File: src/rtl/lsa_pkg.sv
// Shared types and helpers for the load reservation-station array:
// station status flags, issue FSM states and tag arithmetic.
package lsa_pkg;

  typedef enum logic [1:0] {
    S_IDLE   = 2'd0,
    S_REQ    = 2'd1,
    S_RESULT = 2'd2
  } lsa_state_e;

  typedef struct packed {
    logic busy;
    logic base_ready;
    logic issued;
  } lsa_flags_t;

  function automatic int unsigned tag_none_val(input int unsigned tw);
    return (32'd1 << tw) - 32'd1;
  endfunction

  function automatic int unsigned station_tag(input int unsigned tag_base, input int unsigned idx);
    return tag_base + idx;
  endfunction

endpackage

File: src/rtl/age_matrix.sv
// Allocation-order tracker: age_q[i][j]=1 means station i was allocated before j.
// Grants the single requester that no other requester is older than.
module age_matrix #(
  parameter int N = 4
) (
  input  logic         clk,
  input  logic         reset,
  input  logic [N-1:0] set_i,
  input  logic [N-1:0] clr_i,
  input  logic [N-1:0] req_i,
  output logic [N-1:0] gnt_o
);

  logic [N-1:0][N-1:0] age_q;
  logic [N-1:0][N-1:0] age_d;
  logic [N-1:0]        blocked_s;

  // New entry becomes youngest: its row clears, every other row marks it as younger.
  always_comb begin
    age_d = age_q;
    for (int i = 0; i < N; i++) begin
      for (int j = 0; j < N; j++) begin
        age_d[i][j] = clr_i[i] ? 1'b0 : (set_i[j] ? 1'b1 : age_q[i][j]);
      end
    end
  end

  // Oldest-requester grant.
  always_comb begin
    blocked_s = '0;
    for (int i = 0; i < N; i++) begin
      for (int j = 0; j < N; j++) begin
        blocked_s[i] = blocked_s[i] | (req_i[j] & age_q[j][i]);
      end
    end
    gnt_o = req_i & ~blocked_s;
  end

  // Matrix state register.
  always_ff @(posedge clk) begin
    if (reset) begin
      age_q <= '0;
    end else begin
      age_q <= age_d;
    end
  end

endmodule

File: src/rtl/load_station_array.sv
// Load reservation-station array: captures base operands from the CDB, issues
// the oldest ready load to memory and offers its result back to the CDB.
module load_station_array
  import lsa_pkg::*;
#(
  parameter int N_ST     = 4,
  parameter int DW       = 16,
  parameter int TW       = 4,
  parameter int TAG_BASE = 2,
  parameter logic [TW-1:0] TAG_NONE = TW'(tag_none_val(TW))
) (
  input  logic                        clk,
  input  logic                        reset,
  input  logic                        alloc_valid,
  input  logic [TW-1:0]               alloc_reg,
  input  logic [DW-1:0]               alloc_base,
  input  logic                        alloc_base_ready,
  input  logic [TW-1:0]               alloc_base_src,
  input  logic [DW-1:0]               alloc_offset,
  output logic [TW-1:0]               next_tag,
  output logic [$clog2(N_ST+1)-1:0]   free_count,
  input  logic                        cdb_valid,
  input  logic [TW-1:0]               cdb_tag,
  input  logic [DW-1:0]               cdb_data,
  output logic                        mem_req,
  output logic [DW-1:0]               mem_addr,
  input  logic                        mem_ack,
  input  logic [DW-1:0]               mem_data,
  output logic                        load_out_valid,
  output logic [DW-1:0]               load_out_data,
  output logic [TW-1:0]               load_out_tag,
  output logic [TW-1:0]               load_out_reg,
  input  logic                        load_out_ack
);

  localparam int IW = $clog2(N_ST);
  localparam int CW = $clog2(N_ST + 1);

  function automatic logic [TW-1:0] tag_of(input logic [IW-1:0] idx);
    return TW'(station_tag(TAG_BASE, 32'(idx)));
  endfunction

  lsa_state_e    state_q, state_d;
  lsa_flags_t    flags_q [N_ST];
  lsa_flags_t    flags_d [N_ST];
  logic [TW-1:0] reg_q   [N_ST];
  logic [TW-1:0] reg_d   [N_ST];
  logic [TW-1:0] src_q   [N_ST];
  logic [TW-1:0] src_d   [N_ST];
  logic [DW-1:0] base_q  [N_ST];
  logic [DW-1:0] base_d  [N_ST];
  logic [DW-1:0] off_q   [N_ST];
  logic [DW-1:0] off_d   [N_ST];

  logic [IW-1:0] sel_q;
  logic [DW-1:0] mem_addr_q, out_data_q;
  logic [TW-1:0] out_tag_q, out_reg_q;
  logic          out_valid_q;

  logic [N_ST-1:0] free_vec_s, elig_s, gnt_s, alloc_oh_s, free_oh_s;
  logic [IW-1:0]   alloc_idx_s, gnt_idx_s;
  logic [CW-1:0]   free_cnt_s;
  logic            any_free_s, alloc_fire_s, own_fire_s, issue_s;
  logic            cdb_hit_a_s, own_hit_a_s, alloc_ready_s;
  logic [DW-1:0]   alloc_bval_s, addr_s;

  assign any_free_s   = |free_vec_s;
  assign alloc_fire_s = alloc_valid & any_free_s;
  assign own_fire_s   = out_valid_q & load_out_ack;
  assign issue_s      = (state_q == S_IDLE) & (|elig_s);
  // A not-yet-ready base can be satisfied by a broadcast in the allocation cycle.
  assign cdb_hit_a_s   = cdb_valid & (alloc_base_src == cdb_tag);
  assign own_hit_a_s   = own_fire_s & (alloc_base_src == out_tag_q);
  assign alloc_ready_s = alloc_base_ready | cdb_hit_a_s | own_hit_a_s;
  assign alloc_bval_s  = alloc_base_ready ? alloc_base :
                         (cdb_hit_a_s ? cdb_data : (own_hit_a_s ? out_data_q : alloc_base));

  assign next_tag       = any_free_s ? tag_of(alloc_idx_s) : TAG_NONE;
  assign free_count     = free_cnt_s;
  assign mem_req        = (state_q == S_REQ);
  assign mem_addr       = mem_addr_q;
  assign load_out_valid = out_valid_q;
  assign load_out_data  = out_data_q;
  assign load_out_tag   = out_tag_q;
  assign load_out_reg   = out_reg_q;

  // Free-slot scan (lowest index first), eligibility and one-hot update vectors.
  always_comb begin
    free_vec_s  = '0;
    elig_s      = '0;
    free_cnt_s  = '0;
    alloc_idx_s = '0;
    for (int i = N_ST - 1; i >= 0; i--) begin
      free_vec_s[i] = ~flags_q[i].busy;
      elig_s[i]     = flags_q[i].busy & flags_q[i].base_ready & ~flags_q[i].issued;
      free_cnt_s    = free_cnt_s + CW'(free_vec_s[i]);
      alloc_idx_s   = free_vec_s[i] ? IW'(i) : alloc_idx_s;
    end
    alloc_oh_s = '0;
    free_oh_s  = '0;
    for (int i = 0; i < N_ST; i++) begin
      alloc_oh_s[i] = alloc_fire_s & (alloc_idx_s == IW'(i));
      free_oh_s[i]  = own_fire_s & (sel_q == IW'(i));
    end
  end

  age_matrix #(.N(N_ST)) u_age (
    .clk   (clk),
    .reset (reset),
    .set_i (alloc_oh_s),
    .clr_i (alloc_oh_s | free_oh_s),
    .req_i (elig_s),
    .gnt_o (gnt_s)
  );

  // Grant index and the winner's effective address.
  always_comb begin
    gnt_idx_s = '0;
    for (int i = 0; i < N_ST; i++) begin
      gnt_idx_s = gnt_s[i] ? IW'(i) : gnt_idx_s;
    end
    addr_s = base_q[gnt_idx_s] + off_q[gnt_idx_s];
  end

  // Per-station next state: allocate, snoop, free on result ack, mark issued.
  always_comb begin
    for (int i = 0; i < N_ST; i++) begin
      flags_d[i] = flags_q[i];
      reg_d[i]   = reg_q[i];
      src_d[i]   = src_q[i];
      base_d[i]  = base_q[i];
      off_d[i]   = off_q[i];
      if (alloc_oh_s[i]) begin
        flags_d[i] = '{busy: 1'b1, base_ready: alloc_ready_s, issued: 1'b0};
        reg_d[i]   = alloc_reg;
        src_d[i]   = alloc_base_src;
        base_d[i]  = alloc_bval_s;
        off_d[i]   = alloc_offset;
      end else if (flags_q[i].busy && !flags_q[i].base_ready && cdb_valid && (src_q[i] == cdb_tag)) begin
        flags_d[i].base_ready = 1'b1;
        base_d[i]             = cdb_data;
      end else if (flags_q[i].busy && !flags_q[i].base_ready && own_fire_s && (src_q[i] == out_tag_q)) begin
        flags_d[i].base_ready = 1'b1;
        base_d[i]             = out_data_q;
      end else if (free_oh_s[i]) begin
        flags_d[i] = '0;
      end else if (issue_s && gnt_s[i]) begin
        flags_d[i].issued = 1'b1;
      end else begin
        flags_d[i] = flags_q[i];
      end
    end
  end

  // Issue FSM next state: one load outstanding from issue until result ack.
  always_comb begin
    state_d = state_q;
    case (state_q)
      S_IDLE:   if (issue_s)    state_d = S_REQ;    else state_d = S_IDLE;
      S_REQ:    if (mem_ack)    state_d = S_RESULT; else state_d = S_REQ;
      S_RESULT: if (own_fire_s) state_d = S_IDLE;   else state_d = S_RESULT;
      default:  state_d = S_IDLE;
    endcase
  end

  // State, station storage and registered memory/result outputs.
  always_ff @(posedge clk) begin
    if (reset) begin
      state_q     <= S_IDLE;
      sel_q       <= '0;
      mem_addr_q  <= '0;
      out_valid_q <= 1'b0;
      out_data_q  <= '0;
      out_tag_q   <= TAG_NONE;
      out_reg_q   <= '0;
      for (int i = 0; i < N_ST; i++) begin
        flags_q[i] <= '0;
        reg_q[i]   <= '0;
        src_q[i]   <= '0;
        base_q[i]  <= '0;
        off_q[i]   <= '0;
      end
    end else begin
      state_q <= state_d;
      flags_q <= flags_d;
      reg_q   <= reg_d;
      src_q   <= src_d;
      base_q  <= base_d;
      off_q   <= off_d;
      if (issue_s) begin
        sel_q      <= gnt_idx_s;
        mem_addr_q <= addr_s;
      end
      if ((state_q == S_REQ) && mem_ack) begin
        out_valid_q <= 1'b1;
        out_data_q  <= mem_data;
        out_tag_q   <= tag_of(sel_q);
        out_reg_q   <= reg_q[sel_q];
      end else if (own_fire_s) begin
        out_valid_q <= 1'b0;
      end
    end
  end

endmodule

File: config.mk
export PLATFORM = sky130hd
export DESIGN_NAME = load_station_array
export DESIGN_NICKNAME = d
export VERILOG_FILES = /design/src/rtl/lsa_pkg.sv /design/src/rtl/age_matrix.sv /design/src/rtl/load_station_array.sv
export SDC_FILE = /design/constraint.sdc
export NUM_CORES = 1
export LEC_CHECK = 0
export ABC_CLOCK_PERIOD_IN_PS = 9330
export CORE_ASPECT_RATIO = 1.5
export CORE_UTILIZATION = 40
export CTS_CLUSTER_DIAMETER = 30
export DETAILED_ROUTE_END_ITERATION = 16
export RECOVER_POWER = 100
export SLEW_MARGIN = 25
export SYNTH_ARGS = -nofsm -noshare
export SYNTH_HDL_FRONTEND = slang
export SYNTH_SLANG_ARGS = --single-unit
File: constraint.sdc
create_clock -name clk -period 9.33 [get_ports clk]
set_input_delay 2.799 -clock clk [delete_from_list [all_inputs] [get_ports clk]]
set_output_delay 2.799 -clock clk [all_outputs]
set_load 0.02 [all_outputs]
# --- Yosys cells after proc, flatten, opt, wreduce, memory -nomap -nowiden ---
# Cells that the tools add are included.
classes:
  div: 0
  n_bitwise: 72
  magnitude_cmp: 2
  n_mul: 0
  eq_ne: 26
  n_addsub: 6
  n_shift: 0
  muxes: 74
  n_reduce_logical: 67
op_table:
  columns: ["op", "count"]
  rows:
  - ["two-way mux 16 bit", 19]
  - ["binary-select mux 16 bit (select 2 bit)", 2]
  - ["== test 4 bit", 10]
  - ["bitwise AND 1 bit", 37]
  - ["two-way mux 1 bit", 32]
  - ["logical AND 1 bit", 25]
  - ["two-way mux 3 bit", 8]
  - ["AND reduction 3 bit", 8]
  - ["nonzero test 2 bit", 9]
  - ["adder 16 bit", 1]
  - ["two-way mux 2 bit", 8]
  - ["inequality test 2 bit, second input constant", 8]
  - ["inverter 1 bit", 16]
  - ["nonzero test 4 bit", 4]
  - ["OR reduction 2 bit", 8]
  - ["OR 1 bit", 14]
  - ["two-way mux 4 bit", 3]
  - ["nonzero test 3 bit", 4]
  - ["== test 2 bit, second input constant", 5]
  - ["binary-select mux 4 bit (select 2 bit)", 1]
  - ["OR reduction 4 bit", 2]
  - ["adder 2 x 2 -> 3 bit, first input constant", 2]
  - ["== test 2 x 1 -> 1 bit, second input constant", 3]
  - [">= comparator 3 bit, second input constant", 2]
  - ["other kinds (10)", 16]
word_totals:
  mem_bits_ro: 0
  wordCells: 298
  memories: 0
  latch_bits: 0
  out_inout_bits: 49
  register_bits: 233
  ram_bits: 0
  in_bits: 83

# --- Logic depth before layout (Yosys ltp) ---
logic_depth:
  ltp_word: 16
  mapped_depth: 20
  depth_no_buf: 16

# --- Cells and area by module ---
# Synthesis repeated with hierarchy kept, for this count alone.
unflattened:
  hier_cells: 1478
  area_unflattened_um2: 12109.1
by_module_without_submodules:
  columns: ["mod", "cells_per_inst", "seq_area_each_um2", "area_per_inst_um2", "instances"]
  rows:
  - ["load_station_array", 1430, 4344.2, 11568.6, 1]
  - ["age_matrix", 48, 320.3, 540.5, 1]

# --- Worst setup path before layout ---
# Ideal clock, no wire load.
synth_path:
  kind: "in2reg"
  start: "input cdb_tag[2]"
  end: "register base_q[10] (netlist bit)"
  n_path_buf: 3
  path_slack_ns: 4.749
  t_required_ns: 9.198
  setup_time_ns: 0.132
  cell_stages: 10
  arrival_ns: 4.449
  cell_sequence: "buf_2 -> xor2_1 -> nor3_1 -> nand4_2 -> o41a_1 -> and2_1 -> clkbuf_1 -> clkbuf_1 -> a21oi_1 -> a21oi_1"
synth_between:
  elab_chain_len: 5
  word_cells_on_any_way: 9
  cone_classes: "eq/ne: 2; mux: 4; bitwise: 1; reduce/logical: 2"
synth_rtl:
  columns: ["element", "line_no", "rtl"]
  rows:
  - ["from (decl)", "load_station_array.sv:23", "input logic [TW-1:0] cdb_tag,"]
  - ["== test 4 bit", "load_station_array.sv:72", "assign cdb_hit_a_s = cdb_valid & (alloc_base_src == cdb_tag);"]
  - ["bitwise AND 1 bit", "load_station_array.sv:72", null]
  - ["two-way mux 16 bit", "load_station_array.sv:76", "(cdb_hit_a_s ? cdb_data : (own_hit_a_s ? out_data_q : alloc_base));"]
  - ["two-way mux 16 bit", "load_station_array.sv:75", "assign alloc_bval_s = alloc_base_ready ? alloc_base :"]
  - ["two-way mux 16 bit", "load_station_array.sv:133", "if (alloc_oh_s[i]) begin"]
  - ["to (signal assigned)", "load_station_array.sv:188", "base_q <= base_d;"]
  - ["to (decl)", "load_station_array.sv:50", "logic [DW-1:0] base_q [N_ST];"]
# Several ways; a longest one is shown, not always the timed one.
# A chain may end at the register's enable or synchronous reset.

==> impl_metrics.ini <==
[status]
status = finished with violations
violations = capacitance limit, slew limit

[floorplanning]
start_util_pct = 40.6
ios = 132
rows = 78
dieHeight_um = 216
core_um2 = 30200
dieWidth_um = 145
fp.dieArea_um2 = 31300

[setup_path]
required_ns = 9.74
start_kind = input pin
worstSetupEndpointType = flip-flop
path_max_fanout = 125
crit_type = input pin to flip-flop
crit_arrival_ns = 7.26

[cells_and_area]
reg_top3 = base_q x64, off_q x64
drive_gt1_share_pct = 6.05
fin_cells = 2103
fillers = 2925
layout-area-overhead-vs-synth_pct = 23.7
fin_util_pct = 50.3
diodes = 0
stdcell_area_um2 = 15200
fin_nets = 1775

[synth]
yosysUniqueCellTypes = 64
postSynthCellCount = 1609
syn-num-nets = 1713
synth_edf_count = 0
synth_warnings = 0
avgSynthCellArea_um2 = 7.61
ys_seq_area_share_pct = 38.1
synthArstFlopShare_pct = 0
ys_seq_elements = 233
synthFlopType = dfxtp_1
syn_area_um2 = 12300

[sta]
timing.final.crit_share_pct = 73.5
skew_ns = 0.0156
finalMaxSlewViolations = 369
setup_violations = 0
fin_crit_ns = 6.86
max_slew_margin_pct = -198
hold_violations = 0
rsz0062_at_grt = false
worst_pin_slew_ns = 4.47
fin_setup_tns_ns = 0
setup_slack_ns = 2.47
fmax_mhz = 146

[clocking]
clk_pin_slew_ns = 0.05
root_buffer = clkbuf_16
cts_buffers = 43
clock_latency_ns = 0.53
cts_setup_buffers = 0
hold_buffers = 0
cts_resized = 0
clock_tree.buffer_depth = 3
cts_tree = done
htreeDepth = 2
cts_num_sinks = 233

[detailed_routing]
dr_total_vias = 11800
wl_per_cell_um = 19.2
wirelength_um = 40400
route.detailed.drc = 0
drt_iter0_markers = 853
dr.pass1.iters = 5
via_per_inst = 5.59
final_antenna_net_count = 0

[power_and_ir_drop]
power.density_nw_per_um2 = 194
p_leak_nw = 5.68
ir_drop_mv = 0.134

[placed_design]
place_congestion = 0.895
pre_cts_ws_ns = 2.96
dp.cells = 2026
hpwlAfterDp_um = 25400
port_buffers = 131
dpl_cell_area_um2 = 13700

[flow_run]
maxCapViolations = 9

[global_routing]
grt_pass1_vias = 11400
grt_pass1_wl_um = 63000
grt_use_total_pct = 26.4
grt_max_degree = 126
grt_overflow = 0
antenna_found_initial = 1

[min_path]
hp-class = flip-flop to flip-flop
[cell type report]
type                    instances  area, µm²  area share, %
well taps                     400        500           3.30
multi-input cells            1210       6920           45.7
clock buffers                  50       1180           7.82
clock inverters                27        333           2.20
repair buffers                150       1430           9.40
flip-flops and latches        233       4660           30.8
inverters                      33        124          0.817
[metal layers]
| metal | GRT usage, % | share of wire [%] | up-vias |
|---|---|---|---|
| met5 | 0 | 0.022 | - |
| met4 | 15.4 | 5.2 | 2 |
| met3 | 4.11 | 5.4 | 100 |
| met2 | 44.5 | 49 | 386 |
| met1 | 31.2 | 40 | 5586 |
| li1 | - | - | 5692 |
[report_power, final]
group	leakage, nW	switching [mW]	internal [mW]	total [mW]
Clock	0.740	0.544	1.08	1.62
Combinational	3.05	0.162	0.112	0.274
Sequential	1.89	0.0218	1.03	1.05
Total	5.68	0.729	2.22	2.94
[cell families (layout without fill, tap and decap cells)]
family | count (synthesis) | count (layout) | synth area share [%]
xor gates and xnor gates | 45 | 45 | 3.22
DFF | 233 | 233 | 38.1
buffers and inverters | 166 | 260 | 5.55
adders and majority gates | 21 | 21 | 2.27
AOI/OAI and AO/OA | 468 | 468 | 22.2
muxes | 69 | 69 | 6.15
and+or+nand+nor | 607 | 607 | 22.5
[cells in the final DEF, fill, tap and decap left out, drive strengths merged, types with 18 or more instances in the layout]
| cell type | n |
|---|---|
| nand2 | 331 |
| a21oi | 275 |
| dfxtp | 233 |
| nor2 | 93 |
| clkdlybuf4s50 | 77 |
| o211ai | 70 |
| mux2i | 65 |
| clkbuf | 58 |
| dlygate4sd3 | 53 |
| nand2b | 47 |
| o21ai | 44 |
| inv | 36 |
| nor3 | 34 |
| xor2 | 27 |
| or2 | 24 |
| nand3 | 21 |
| ha | 19 |
| xnor2 | 18 |
[metrics by stage]
step                power [mW]  hold slack [ns]
global placement          1.34            0.435
floorplan                 1.22            0.422
global route              3.04            0.464
CTS                       2.96            0.452
finish                    2.94            0.449
detailed placement        1.34            0.442
[synth_stat cells, drive strengths merged (5+ instances only)]
| master | count | area (µm²) |
|---|---|---|
| dfxtp | 233 | 4660 |
| xnor2 | 18 | 158 |
| mux2i | 65 | 663 |
| inv | 33 | 124 |
| nand2 | 331 | 1240 |
| o21a | 15 | 113 |
| o21ai | 44 | 220 |
| o211ai | 70 | 526 |
| or3 | 5 | 31.3 |
| clkbuf | 100 | 377 |
| nand3 | 21 | 105 |
| and3 | 5 | 31.3 |
| a31oi | 17 | 106 |
| nor2 | 93 | 349 |
| and3b | 5 | 43.8 |
| nor3 | 34 | 170 |
| nand2b | 47 | 294 |
| or2 | 24 | 150 |
| nand4 | 9 | 68.8 |
| and4b | 6 | 60.1 |
| xor2 | 27 | 236 |
| a21oi | 275 | 1380 |
| and2 | 10 | 62.6 |
| ha | 19 | 238 |
| o22ai | 17 | 106 |
| buf | 33 | 179 |
[path summary, 6_finish.rpt]
check / start / endpoint / slack, ns / depth (start not counted)
setup / recovery: reset / mem_addr[10] / 2.47 / 5
setup reg to reg: flags_q[11] / mem_addr[14] / 3.03 / 15
hold reg to reg: load_out_reg[1] / load_out_reg[1] / 0.45 / 2
hold / removal: load_out_reg[1] / load_out_reg[1] / 0.45 / 2
[critical path, stage by stage]
cell and delay (ns):
buf_6 0.64, clkbuf_1 3.17, nor4b_1 0.17, a31oi_1 0.34, o211ai_1 0.11
(Power assumes the default switching activity.)
